## src/rtl/cdb_arbiter_if.sv

```systemverilog
// rtl/cdb_arbiter_if.sv - Requester/CDB bundle between result producers and the CDB arbiter.
interface cdb_arbiter_if #(
  parameter int NUM_REQ = 4,
  parameter int WORD_W  = 16,
  parameter int TAG_W   = 3
);
  logic [NUM_REQ-1:0]        req;
  logic [NUM_REQ*TAG_W-1:0]  req_tag;
  logic [NUM_REQ*WORD_W-1:0] req_value;
  logic [NUM_REQ-1:0]        gnt;
  logic                      cdb_valid;
  logic [TAG_W-1:0]          cdb_tag;
  logic [WORD_W-1:0]         cdb_value;

  modport master (
    output req, req_tag, req_value,
    input  gnt, cdb_valid, cdb_tag, cdb_value
  );

  modport slave (
    input  req, req_tag, req_value,
    output gnt, cdb_valid, cdb_tag, cdb_value
  );
endinterface

```

## src/rtl/cdb_arbiter.sv

```systemverilog
// rtl/cdb_arbiter.sv - Round-robin common-data-bus arbiter with registered broadcast.
// CDB_LOAD_PRIORITY_EN: load buffer (last index) wins unless an ALU requester is starving.
module cdb_arbiter #(
  parameter int NUM_REQ      = 4,
  parameter int WORD_W       = 16,
  parameter int TAG_W        = 3,
  parameter int STARVE_LIMIT = 4
) (
  input  logic         clk,
  input  logic         rst_n,
  input  logic         flush,
  cdb_arbiter_if.slave bus
);
  localparam int               PTR_W = $clog2(NUM_REQ);
  localparam logic [PTR_W-1:0] LAST  = PTR_W'(NUM_REQ - 1);

  logic [PTR_W-1:0]   rr_q, rr_d;
  logic [PTR_W-1:0]   win_idx, idx;
  logic               win_vld;
  logic [NUM_REQ-1:0] grant;
  logic               cdb_valid_q, cdb_valid_d;
  logic [TAG_W-1:0]   cdb_tag_q, cdb_tag_d;
  logic [WORD_W-1:0]  cdb_value_q, cdb_value_d;

`ifdef CDB_LOAD_PRIORITY_EN
  localparam int               CNT_W = 4;
  localparam logic [CNT_W-1:0] LIMIT = CNT_W'(STARVE_LIMIT);
  logic [CNT_W-1:0] starve_q [NUM_REQ-1];
  logic [CNT_W-1:0] starve_d [NUM_REQ-1];
`endif

  always_comb begin
    win_vld = 1'b0;
    win_idx = '0;
    idx     = rr_q;
    for (int off = 0; off < NUM_REQ; off++) begin
      if (!win_vld && bus.req[idx]) begin
        win_vld = 1'b1;
        win_idx = idx;
      end
      idx = (idx == LAST) ? '0 : idx + 1'b1;
    end
`ifdef CDB_LOAD_PRIORITY_EN
    if (bus.req[NUM_REQ-1]) begin
      win_vld = 1'b1;
      win_idx = LAST;
    end
    // Descending scan so the lowest starving ALU index overrides last.
    for (int i = NUM_REQ - 2; i >= 0; i--) begin
      if (bus.req[i] && starve_q[i] == LIMIT) begin
        win_vld = 1'b1;
        win_idx = PTR_W'(i);
      end
    end
`endif
    if (flush || !rst_n) win_vld = 1'b0;
    grant = '0;
    if (win_vld) grant[win_idx] = 1'b1;
  end

  always_comb begin
    rr_d        = rr_q;
    cdb_valid_d = win_vld;
    cdb_tag_d   = cdb_tag_q;
    cdb_value_d = cdb_value_q;
    if (win_vld) begin
      cdb_tag_d   = bus.req_tag[int'(win_idx)*TAG_W +: TAG_W];
      cdb_value_d = bus.req_value[int'(win_idx)*WORD_W +: WORD_W];
      if (win_idx != LAST) begin
        rr_d = win_idx + 1'b1;
      end else begin
`ifdef CDB_LOAD_PRIORITY_EN
        rr_d = rr_q;
`else
        rr_d = '0;
`endif
      end
    end
    if (flush) rr_d = '0;
  end

`ifdef CDB_LOAD_PRIORITY_EN
  always_comb begin
    for (int i = 0; i < NUM_REQ - 1; i++) begin
      if (flush || !bus.req[i] || grant[i]) starve_d[i] = '0;
      else if (starve_q[i] == LIMIT)        starve_d[i] = starve_q[i];
      else                                  starve_d[i] = starve_q[i] + 1'b1;
    end
  end

  always_ff @(posedge clk or negedge rst_n) begin
    if (!rst_n) begin
      for (int i = 0; i < NUM_REQ - 1; i++) starve_q[i] <= '0;
    end else begin
      for (int i = 0; i < NUM_REQ - 1; i++) starve_q[i] <= starve_d[i];
    end
  end
`endif

  always_ff @(posedge clk or negedge rst_n) begin
    if (!rst_n) begin
      rr_q        <= '0;
      cdb_valid_q <= 1'b0;
      cdb_tag_q   <= '0;
      cdb_value_q <= '0;
    end else begin
      rr_q        <= rr_d;
      cdb_valid_q <= cdb_valid_d;
      cdb_tag_q   <= cdb_tag_d;
      cdb_value_q <= cdb_value_d;
    end
  end

  assign bus.gnt       = grant;
  assign bus.cdb_valid = cdb_valid_q;
  assign bus.cdb_tag   = cdb_tag_q;
  assign bus.cdb_value = cdb_value_q;
endmodule

```

## src/flat_wrapper.sv

```systemverilog
// flat-port wrapper written by rule: the top's interface ports become plain ports
module cdb_arbiter_flat 
#(
  parameter int NUM_REQ      = 4,
  parameter int WORD_W       = 16,
  parameter int TAG_W        = 3,
  parameter int STARVE_LIMIT = 4
)
  (clk, rst_n, flush, bus_req, bus_req_tag, bus_req_value, bus_gnt, bus_cdb_valid, bus_cdb_tag, bus_cdb_value);
  cdb_arbiter_if #(.NUM_REQ(NUM_REQ), .WORD_W(WORD_W), .TAG_W(TAG_W)) bus_i ();
  input  logic clk;
  input  logic rst_n;
  input  logic flush;
  input wire logic [$bits(bus_i.req)-1:0] bus_req;
  input wire logic [$bits(bus_i.req_tag)-1:0] bus_req_tag;
  input wire logic [$bits(bus_i.req_value)-1:0] bus_req_value;
  output wire logic [$bits(bus_i.gnt)-1:0] bus_gnt;
  output wire logic [$bits(bus_i.cdb_valid)-1:0] bus_cdb_valid;
  output wire logic [$bits(bus_i.cdb_tag)-1:0] bus_cdb_tag;
  output wire logic [$bits(bus_i.cdb_value)-1:0] bus_cdb_value;
  assign bus_i.req = bus_req;
  assign bus_i.req_tag = bus_req_tag;
  assign bus_i.req_value = bus_req_value;
  assign bus_gnt = bus_i.gnt;
  assign bus_cdb_valid = bus_i.cdb_valid;
  assign bus_cdb_tag = bus_i.cdb_tag;
  assign bus_cdb_value = bus_i.cdb_value;
  cdb_arbiter #(.NUM_REQ(NUM_REQ), .WORD_W(WORD_W), .TAG_W(TAG_W), .STARVE_LIMIT(STARVE_LIMIT)) u_core (.clk(clk), .rst_n(rst_n), .flush(flush), .bus(bus_i));
endmodule
```

## config.mk

```make
export PLATFORM = sky130hd
export DESIGN_NAME = cdb_arbiter_flat
export DESIGN_NICKNAME = d
export VERILOG_FILES = /design/src/rtl/cdb_arbiter_if.sv /design/src/rtl/cdb_arbiter.sv /design/src/flat_wrapper.sv
export SDC_FILE = /design/constraint.sdc
export NUM_CORES = 1
export LEC_CHECK = 0
export CORE_MARGIN = 2
export CORE_UTILIZATION = 30
export CTS_BUF_LIST = sky130_fd_sc_hd__clkbuf_4 sky130_fd_sc_hd__clkbuf_8
export CTS_CLUSTER_SIZE = 8
export DETAILED_ROUTE_END_ITERATION = 12
export PLACE_DENSITY = 0.69
export SLEW_MARGIN = 10
export SYNTH_ARGS = -nofsm -noshare
export SYNTH_HDL_FRONTEND = slang
export SYNTH_SLANG_ARGS = --single-unit
```

## constraint.sdc

```tcl
create_clock -name clk -period 3.5 [get_ports clk]
set_clock_uncertainty 0.05 [all_clocks]
set_input_delay 0.35 -clock clk [delete_from_list [all_inputs] [get_ports clk]]
set_output_delay 0.35 -clock clk [all_outputs]
set_load 0.05 [all_outputs]
```

# Word-level counts from Yosys, hierarchy flattened
# Cells that the tools add are included.
word_totals:
  ff_bits: 22
op_classes:
  n_reduce_logical: 10
  eq_ne: 4
  n_shift: 2
  mul: 1
  magnitude_cmp: 6
  add_sub_neg: 4
  muxes: 26
ops:
  columns: ["op", "count"]
  rows:
  - ["indexed part select 64 x 7 -> 16 bit", 1]
  - ["indexed part select 12 x 32 -> 3 bit", 1]
  - ["two-way mux 2 bit", 10]
  - ["less-than comparator 2 x 3 -> 1 bit, second input constant", 5]
  - ["two-way mux 1 bit", 10]
  - ["adder 2 x 1 -> 2 bit, second input constant", 4]
  - ["binary-select mux 1 bit (select 2 bit)", 4]
  - ["== test 2 bit, second input constant", 3]
  - ["logical AND 1 bit", 4]
  - ["logical NOT 1 bit", 4]
  - ["multiplier 2 x 2 -> 4 bit, second input constant", 1]
  - ["two-way mux 4 bit", 1]
  - ["demux 1 bit (select 2 bit)", 1]
  - [">= comparator 2 x 1 -> 1 bit, second input constant", 1]
  - ["inequality test 2 bit, second input constant", 1]
  - ["nonzero test 2 bit", 1]
  - ["logical OR 1 bit", 1]

# Depth between registers and ports, before layout
# Gate-level depths: netlist of run 1.
depth:
  depth_word: 17
  mapped_depth: 11

# Worst setup path before layout of run 1
# No wires, ideal clock.
synth_timing:
  kind: "register to output"
  startpoint: "register u_core.rr_q[1]"
  endpoint: "output port bus_gnt[0]"
  n_path_buf: 2
  stages_incl_launch_ff: 10
  t_required_ps: 3100
  path_slack_ps: -20
  t_arrival_ps: 3120
  cell_sequence: "dfrtp_1 -> ha_1 -> buf_2 -> a21bo_2 -> a31oi_1 -> o22ai_2 -> a21boi_1 -> nand2b_1 -> clkbuf_1 -> nor3_1"
synth_between:
  elab_chain_len: 17
  elab_cells_between_ends: 38
synth_rtl:
  columns: ["element", "line", "source"]
  rows:
  - ["start: declaration", "cdb_arbiter.sv:17", "logic [PTR_W-1:0] rr_q, rr_d;"]
  - ["start signal: assignment", "cdb_arbiter.sv:107", "rr_q <= rr_d;"]
  - ["branches (longest 16 deep; another with less-than comparator 2 x 3 -> 1 bit)", null, null]
  - ["two-way mux 4 bit *", "cdb_arbiter.sv:58", "if (win_vld) grant[win_idx] = 1'b1;"]
  - ["end: declaration", "flat_wrapper.sv:17", "output wire logic [$bits(bus_i.gnt)-1:0] bus_gnt;"]
# Every way passes the cells marked *. The select of a mux whose other input is x is not followed.

# Final worst setup path of run 1
layout_timing:
  startpoint: "register u_core.rr_q[1]"
  endpoint: "output port bus_gnt[2]"
# Same word-level chain as after synthesis.

==> results.toml, run 1 <==
[setup_path]
critical-path-top-delay-family = "compound AO/OA/AOI/OAI gates"
critPathKind = "reg2out"
setup.worst_path.end_class = "output port"
crit_chain = "ha_1 > mux4_2 > o31a_1 > a2bb2oi_1 > a21oi_4 > ha_1 > and2_1 > buf_12"
critPathRequiredTime_ns = 3.10
cp_num_buf_inv = 1
cp_slowest_stage_delay_ns = 0.52
slowest_stage = "ha_1"
cpMostUsedCell = "ha_1"
cp.arrival_ns = 2.87
critPathMaxFanout = 11
critPathLaunchType = "flip-flop"

[clocking]
cts_tree = "yes"
h-tree-depth = 1
numClockSinks = 22
clock-root-buffer = "clkbuf_8"
clock_latency_ns = 0.26
path_clk_slew_ns = 0.09
cts_setup_buffers = 0
cts.path.max_buffers = 2
cts-hold-fix-buffers = 0
cts-buffers-inserted = 3
cts_resized = 0

[logic_synthesis]
ys_types = 40
synth-xor-area-share_pct = 0.9642
muxShareOfSynthArea_pct = 27.48
yosys_warnings = 0
synth_top_area_cell = "dfrtp_1"
synth.avg_cell_area_sq_um = 10.56
synth-compound-area-share_pct = 22.11
synth-adder-area-share_pct = 2.066
ys_seq_elements = 22
synthArstFlopShare_pct = 100.0
synth_ff_type = "dfrtp_1"
synth_top_cell_area_share_pct = 30.30
synth-edff-count = 0
syn-cell-area_sq_mm = 0.001817
synthTopCellsByArea = "dfrtp_1 (30%), mux2i_1 (23%), o221ai_2 (8.3%), nand2_1 (4.8%), o221ai_1 (4.3%)"
synth_seq_area_share_pct = 30.30
yosys.area_share.simple_pct = 10.33
synthCells = 172
synth_top_family_by_area = "multiplexers"
synth_nets = 258
synth_most_common_cell = "mux2i_1"
synth_common_cells = "mux2i_1 (42), nand2_1 (23), dfrtp_1 (22)"

[global_route]
grt_pass1_vias = 1697
grt_pass1_wl_mm = 8.231
grt_use_met3_pct = 4.505
grt_usage_pct = 15.77
gr-max-usage-layer = "met2"
grt_util_met1_pct = 19.96
grt_max_degree = 23
gr-total-overflow = 0
antenna_found_initial = 0
grtUsageMet2_pct = 26.34

[floorplanning]
die-width_um = 81.82
start_util_pct = 30.87
die_h_um = 81.82
rows = 28
die_area_sq_mm = 0.006695
core_sq_mm = 0.005886
ios = 107

[job]
max-cap-violations = 0

[placed_design]
io_buffers = 106
dp_hpwl_mm = 4.076
place.gp.congestion = 0.8149

[power_and_ir_drop]
total_power_w = 0.003048
peakVddDrop_mv = 0.4757
leakage_nw = 1.216
p_per_area_mw_per_mm2 = 1003

[cells_and_area]
fin_util_pct = 51.64
drive_gt1_share_pct = 13.67
n_antenna_cell = 0
fill_cells = 568
nets = 365
syn_to_final_growth_pct = 67.29

[routing]
first_pass_iters = 4
detail-route-antenna-nets = 0
via_per_inst = 4.989
drc = 0
wl_mm = 5.333
first_iter_violations = 74
num_vias = 1761
wl_per_cell_um = 15.11

[sta]
finalCriticalPeriod_ns = 3.270
rsz0062_at_grt = "false"
min_period_over_period_pct = 93.44
tightestPinTransition_ns = 0.5338
fmax_mhz = 305.8
drv_slew = 0
finalSetupViolCount = 0
hold_viol = 0
slew_headroom_pct = 64.29

[worst_hold_path]
hp-class = "reg2reg"

[status]
outcome = "completed"
[cell families after synthesis]
family	count (synthesis)
buffers and inverters	17
AO/OA/AOI/OAI	38
XOR/XNOR	2
multiplexers	47
flip-flops	22
AND/OR/NAND/NOR	43
adder cells (fa/ha/maj)	3
[path summary, 6_finish.rpt]
check                      depth (start not counted)  slack, ns                startpoint                       end
max                                                8       0.23            u_core.rr_q[1]                bus_gnt[2]
min                                                2       0.44  u_core.bus.cdb_value[10]  u_core.bus.cdb_value[10]
max reg2reg                                        8       0.49            u_core.rr_q[1]   u_core.bus.cdb_value[4]
min reg2reg                                        2       0.44  u_core.bus.cdb_value[10]  u_core.bus.cdb_value[10]
max in group asynchronous                          2       2.71                     rst_n     u_core.bus.cdb_tag[0]
min in group asynchronous                          2       0.46                     rst_n  u_core.bus.cdb_value[12]
[area by class of cell]
type / count / area, sq um / share of cell area, %
Timing Repair Buffer: 114 / 1161 / 38.20
Sequential cell: 22 / 550.5 / 18.11
Tap cell: 75 / 93.84 / 3.088
Inverter: 5 / 18.77 / 0.6175
Clock buffer: 3 / 41.29 / 1.359
Multi-Input combinational cell: 133 / 1144 / 37.63
Clock inverter: 1 / 30.03 / 0.9881
[per-layer routing]
| metal | vias up | wire length, um |
|---|---|---|
| met2 | 56 | 2647 |
| met4 | 0 | 45 |
| met1 | 832 | 2266 |
| li1 | 869 | - |
| met3 | 4 | 373 |
| met5 | - | 0 |
[layout by cell type (no fill, tap or decap), types with 2 or more instances in the layout]
master           instances
nand2b_1                 3
clkdlybuf4s50_1        102
dfrtp_1                 22
nor2_1                   9
inv_1                    4
nand2_1                 23
and2_1                   2
mux2_2                   3
o221ai_2                10
a22oi_1                  2
o221ai_1                 9
buf_4                    8
mux4_2                   2
a32oi_1                  3
mux2i_1                 42
buf_12                   4
nor3_1                   3
ha_1                     3
clkbuf_8                 3
[registers in the layout, summed over array words and instances (netlist names)]
signal / count
u_core.bus.cdb_valid: 1
u_core.bus.cdb_tag: 3
u_core.bus.cdb_value: 16
u_core.rr_q: 2
[worst reg2reg max path: cells and delay by family, from the launching register on]
kind / cells / cell delay, ns
AOI/OAI and AO/OA: 4 / 0.87
adders and majority gates: 1 / 0.52
buffers and inverters: 1 / 0.34
DFF: 1 / 0.39
muxes: 2 / 0.72
[through the flow]
| step | hold slack [ns] | std cells | setup slack (ns) | setup TNS, ns | instance area, sq um |
|---|---|---|---|---|---|
| floorplan | 0.004409 | 172 | -0.02011 | -0.04022 | 1817 |
| global placement | 0.4210 | 349 | 0.4003 | 0 | 2968 |
| detailed placement | 0.4230 | 349 | 0.3496 | 0 | 2968 |
| CTS | 0.4488 | 353 | 0.1998 | 0 | 3039 |
| global route | 0.4664 | 353 | 0.06451 | 0 | 3039 |
| finish | 0.4421 | 353 | 0.2297 | 0 | 3039 |
[where the power goes]
| group | leakage, nW | switching, W | internal [W] | total, W |
|---|---|---|---|---|
| Clock | 0.0357 | 0.0000876 | 0.000153 | 0.000240 |
| Sequential | 0.275 | 0.0000649 | 0.000375 | 0.000440 |
| Combinational | 0.905 | 0.00134 | 0.00103 | 0.00237 |
| Total | 1.22 | 0.00149 | 0.00155 | 0.00305 |
Note: power is estimated with default switching activity, not from simulation.
==> run 2, diff against run 1 <==
==> constraint.sdc (replaced) <==
create_clock -name clk -period 3.1 [get_ports clk]
set_clock_uncertainty 0.05 [all_clocks]
set_input_delay 0.93 -clock clk [delete_from_list [all_inputs] [get_ports clk]]
set_output_delay 0.93 -clock clk [all_outputs]
set_load 0.05 [all_outputs]
==> run 2 against run 1 <==
Net effect: combinational power is 36% higher; clock-buffer cell count stayed put; sequential power rose by 13%; non-clock buffer count grew 28; via count up 6.0%; die area is the same; critical path depth increased by 2; worst setup slack worse by 0.76 ns; critical path type is now in2out; register-to-register slack worse by 0.26 ns; largest power group unchanged; wire length up 3.7%; sequential cell count unchanged; the flow now finishes with violations (setup timing); critical endpoint is now bus_gnt[3]; global-route usage grew 1.2 points.
==> results.toml, run 2 (same netlist as run 1, synthesis figures left out) <==
[setup_path]
cp_num_cells = 10
cp_num_buf_inv = 4
critPathKind = "in2out"
cp.arrival_ns = 2.65
critical-path-top-delay-family = "multiplexers"
rrSetupSlack_ns = 0.23
setup.worst_path.end_class = "output port"
cp_slowest_stage_delay_ns = 0.49
slowest_stage = "mux4_2"
crit_chain = "buf_6 > mux4_2 > buf_6 > nor2b_4 > nand2_2 > o311a_4 > inv_4 > ha_4 > and2_4 > buf_12"
critPathLaunchType = "primary input"
critPathMaxFanout = 7
cpMostUsedCell = "buf_6"
r2r_cells = 9
critPathRequiredTime_ns = 2.12

[power_and_ir_drop]
leakage_nw = 1.393
total_power_w = 0.003984
p_per_area_mw_per_mm2 = 1169
peakVddDrop_mv = 0.5689

[global_route]
gr-total-overflow = 0
grt_max_degree = 23
grt_usage_pct = 16.92
grt_pass1_vias = 1876
antenna_found_initial = 0
grt_pass1_wl_mm = 8.790

[clocking]
cts-buffers-inserted = 3
h-tree-depth = 1
cts_tree = "yes"
cts.path.max_buffers = 2
path_clk_slew_ns = 0.08
numClockSinks = 22
clock-root-buffer = "clkbuf_8"
clock_latency_ns = 0.25

[job]
max-cap-violations = 0

[sta]
fmax_mhz = 275.2
whs_ns = 0.4435
tightestPinTransition_ns = 0.5180
finalSetupViolCount = 4
finalCriticalPeriod_ns = 3.634
setup_ws_ns = -0.5338
min_period_over_period_pct = 117.2
drv_slew = 0
rsz0062_at_grt = "true"
slew_headroom_pct = 65.36
setup-tns-final_ns = -2.055
hold_viol = 0

[cells_and_area]
drive_gt1_share_pct = 26.80
syn_to_final_growth_pct = 87.60
most-common-layout-cells = "clkdlybuf4s50_1 (98), mux2i_1 (42), buf_4 (28)"
nets = 393
design_area_sq_mm = 0.003408
final_common_cell = "clkdlybuf4s50_1"
fin_util_pct = 57.91
fill_cells = 511
largest_reg_flops = 16
n_antenna_cell = 0

[floorplanning]
core_sq_mm = 0.005886
die_area_sq_mm = 0.006695
rows = 28
die_h_um = 81.82
start_util_pct = 30.87
ios = 107
die-width_um = 81.82

[routing]
via_per_inst = 4.900
num_vias = 1867
first_iter_violations = 47
detail-route-antenna-nets = 0
wl_mm = 5.529
drc = 0
wl_per_cell_um = 14.51
first_pass_iters = 4

[placed_design]
post_dp_cell_area_sq_mm = 0.003224
place.gp.congestion = 0.8094
dp_hpwl_mm = 4.432
io_buffers = 106

[worst_hold_path]
hold_depth = 2
hp-class = "reg2reg"

[status]
outcome = "finished, violations left"
violations = "setup timing"
run 2: area by class of cell:
type                    instances  area (sq um)  area share (%)
clock buffers                   3         41.29           1.211
clock inverters                 1         30.03          0.8811
inverters                       5         21.27          0.6241
multi-input cells             133          1247           36.60
flip-flops and latches         22         550.5           16.15
well taps                      75         93.84           2.753
repair buffers                142          1424           41.78
run 2: timing repair:
action,in CTS,in global routing
resized for setup,29,6
setup buffers,5,0
hold buffers,0,0
endpoints found under the setup margin,23,14
pin swaps,4,6
run 2: worst paths after layout:
check,start,end
worst max-delay path,bus_req[2],bus_gnt[3]
worst min-delay path,u_core.bus.cdb_tag[0],u_core.bus.cdb_tag[0]
worst max register to register,u_core.rr_q[0],u_core.bus.cdb_value[4]
worst min register to register,u_core.bus.cdb_tag[0],u_core.bus.cdb_tag[0]
max in group asynchronous,rst_n,u_core.bus.cdb_value[14]
min in group asynchronous,rst_n,u_core.bus.cdb_tag[2]
run 2: worst reg2reg max path, cell delays in order (launching register included):
cell and delay (ns):
dfrtp_1 0.41, buf_6 0.22, mux4_2 0.55, o31a_1 0.30, a2bb2oi_4 0.16, a21oi_4 0.22, buf_4 0.15, buf_4 0.29
mux2i_1 0.28, o221ai_1 0.13
run 2: layer usage:
metal,up-vias,part of all wire (%),GRT usage (%)
li1,926,-,-
met1,878,40,20.34
met2,59,52,29.84
met3,4,7.2,4.505
met4,0,0.60,4.333
met5,-,0,0
run 2: per-stage QoR:
step / worst slack, ns / instances
after floorplan: -0.5543 / 172
after global placement: -0.9159 / 372
after detailed placement: -0.9613 / 372
after CTS: -0.5888 / 381
after global routing: -0.5759 / 381
final: -0.5338 / 381
run 2: power by group:
part	leakage, nW	internal [W]	switching, W	total (W)
sequential	0.275	0.000423	0.0000759	0.000499
combinational	1.08	0.00151	0.00170	0.00322
clock	0.0357	0.000172	0.0000965	0.000269
total	1.39	0.00211	0.00188	0.00398
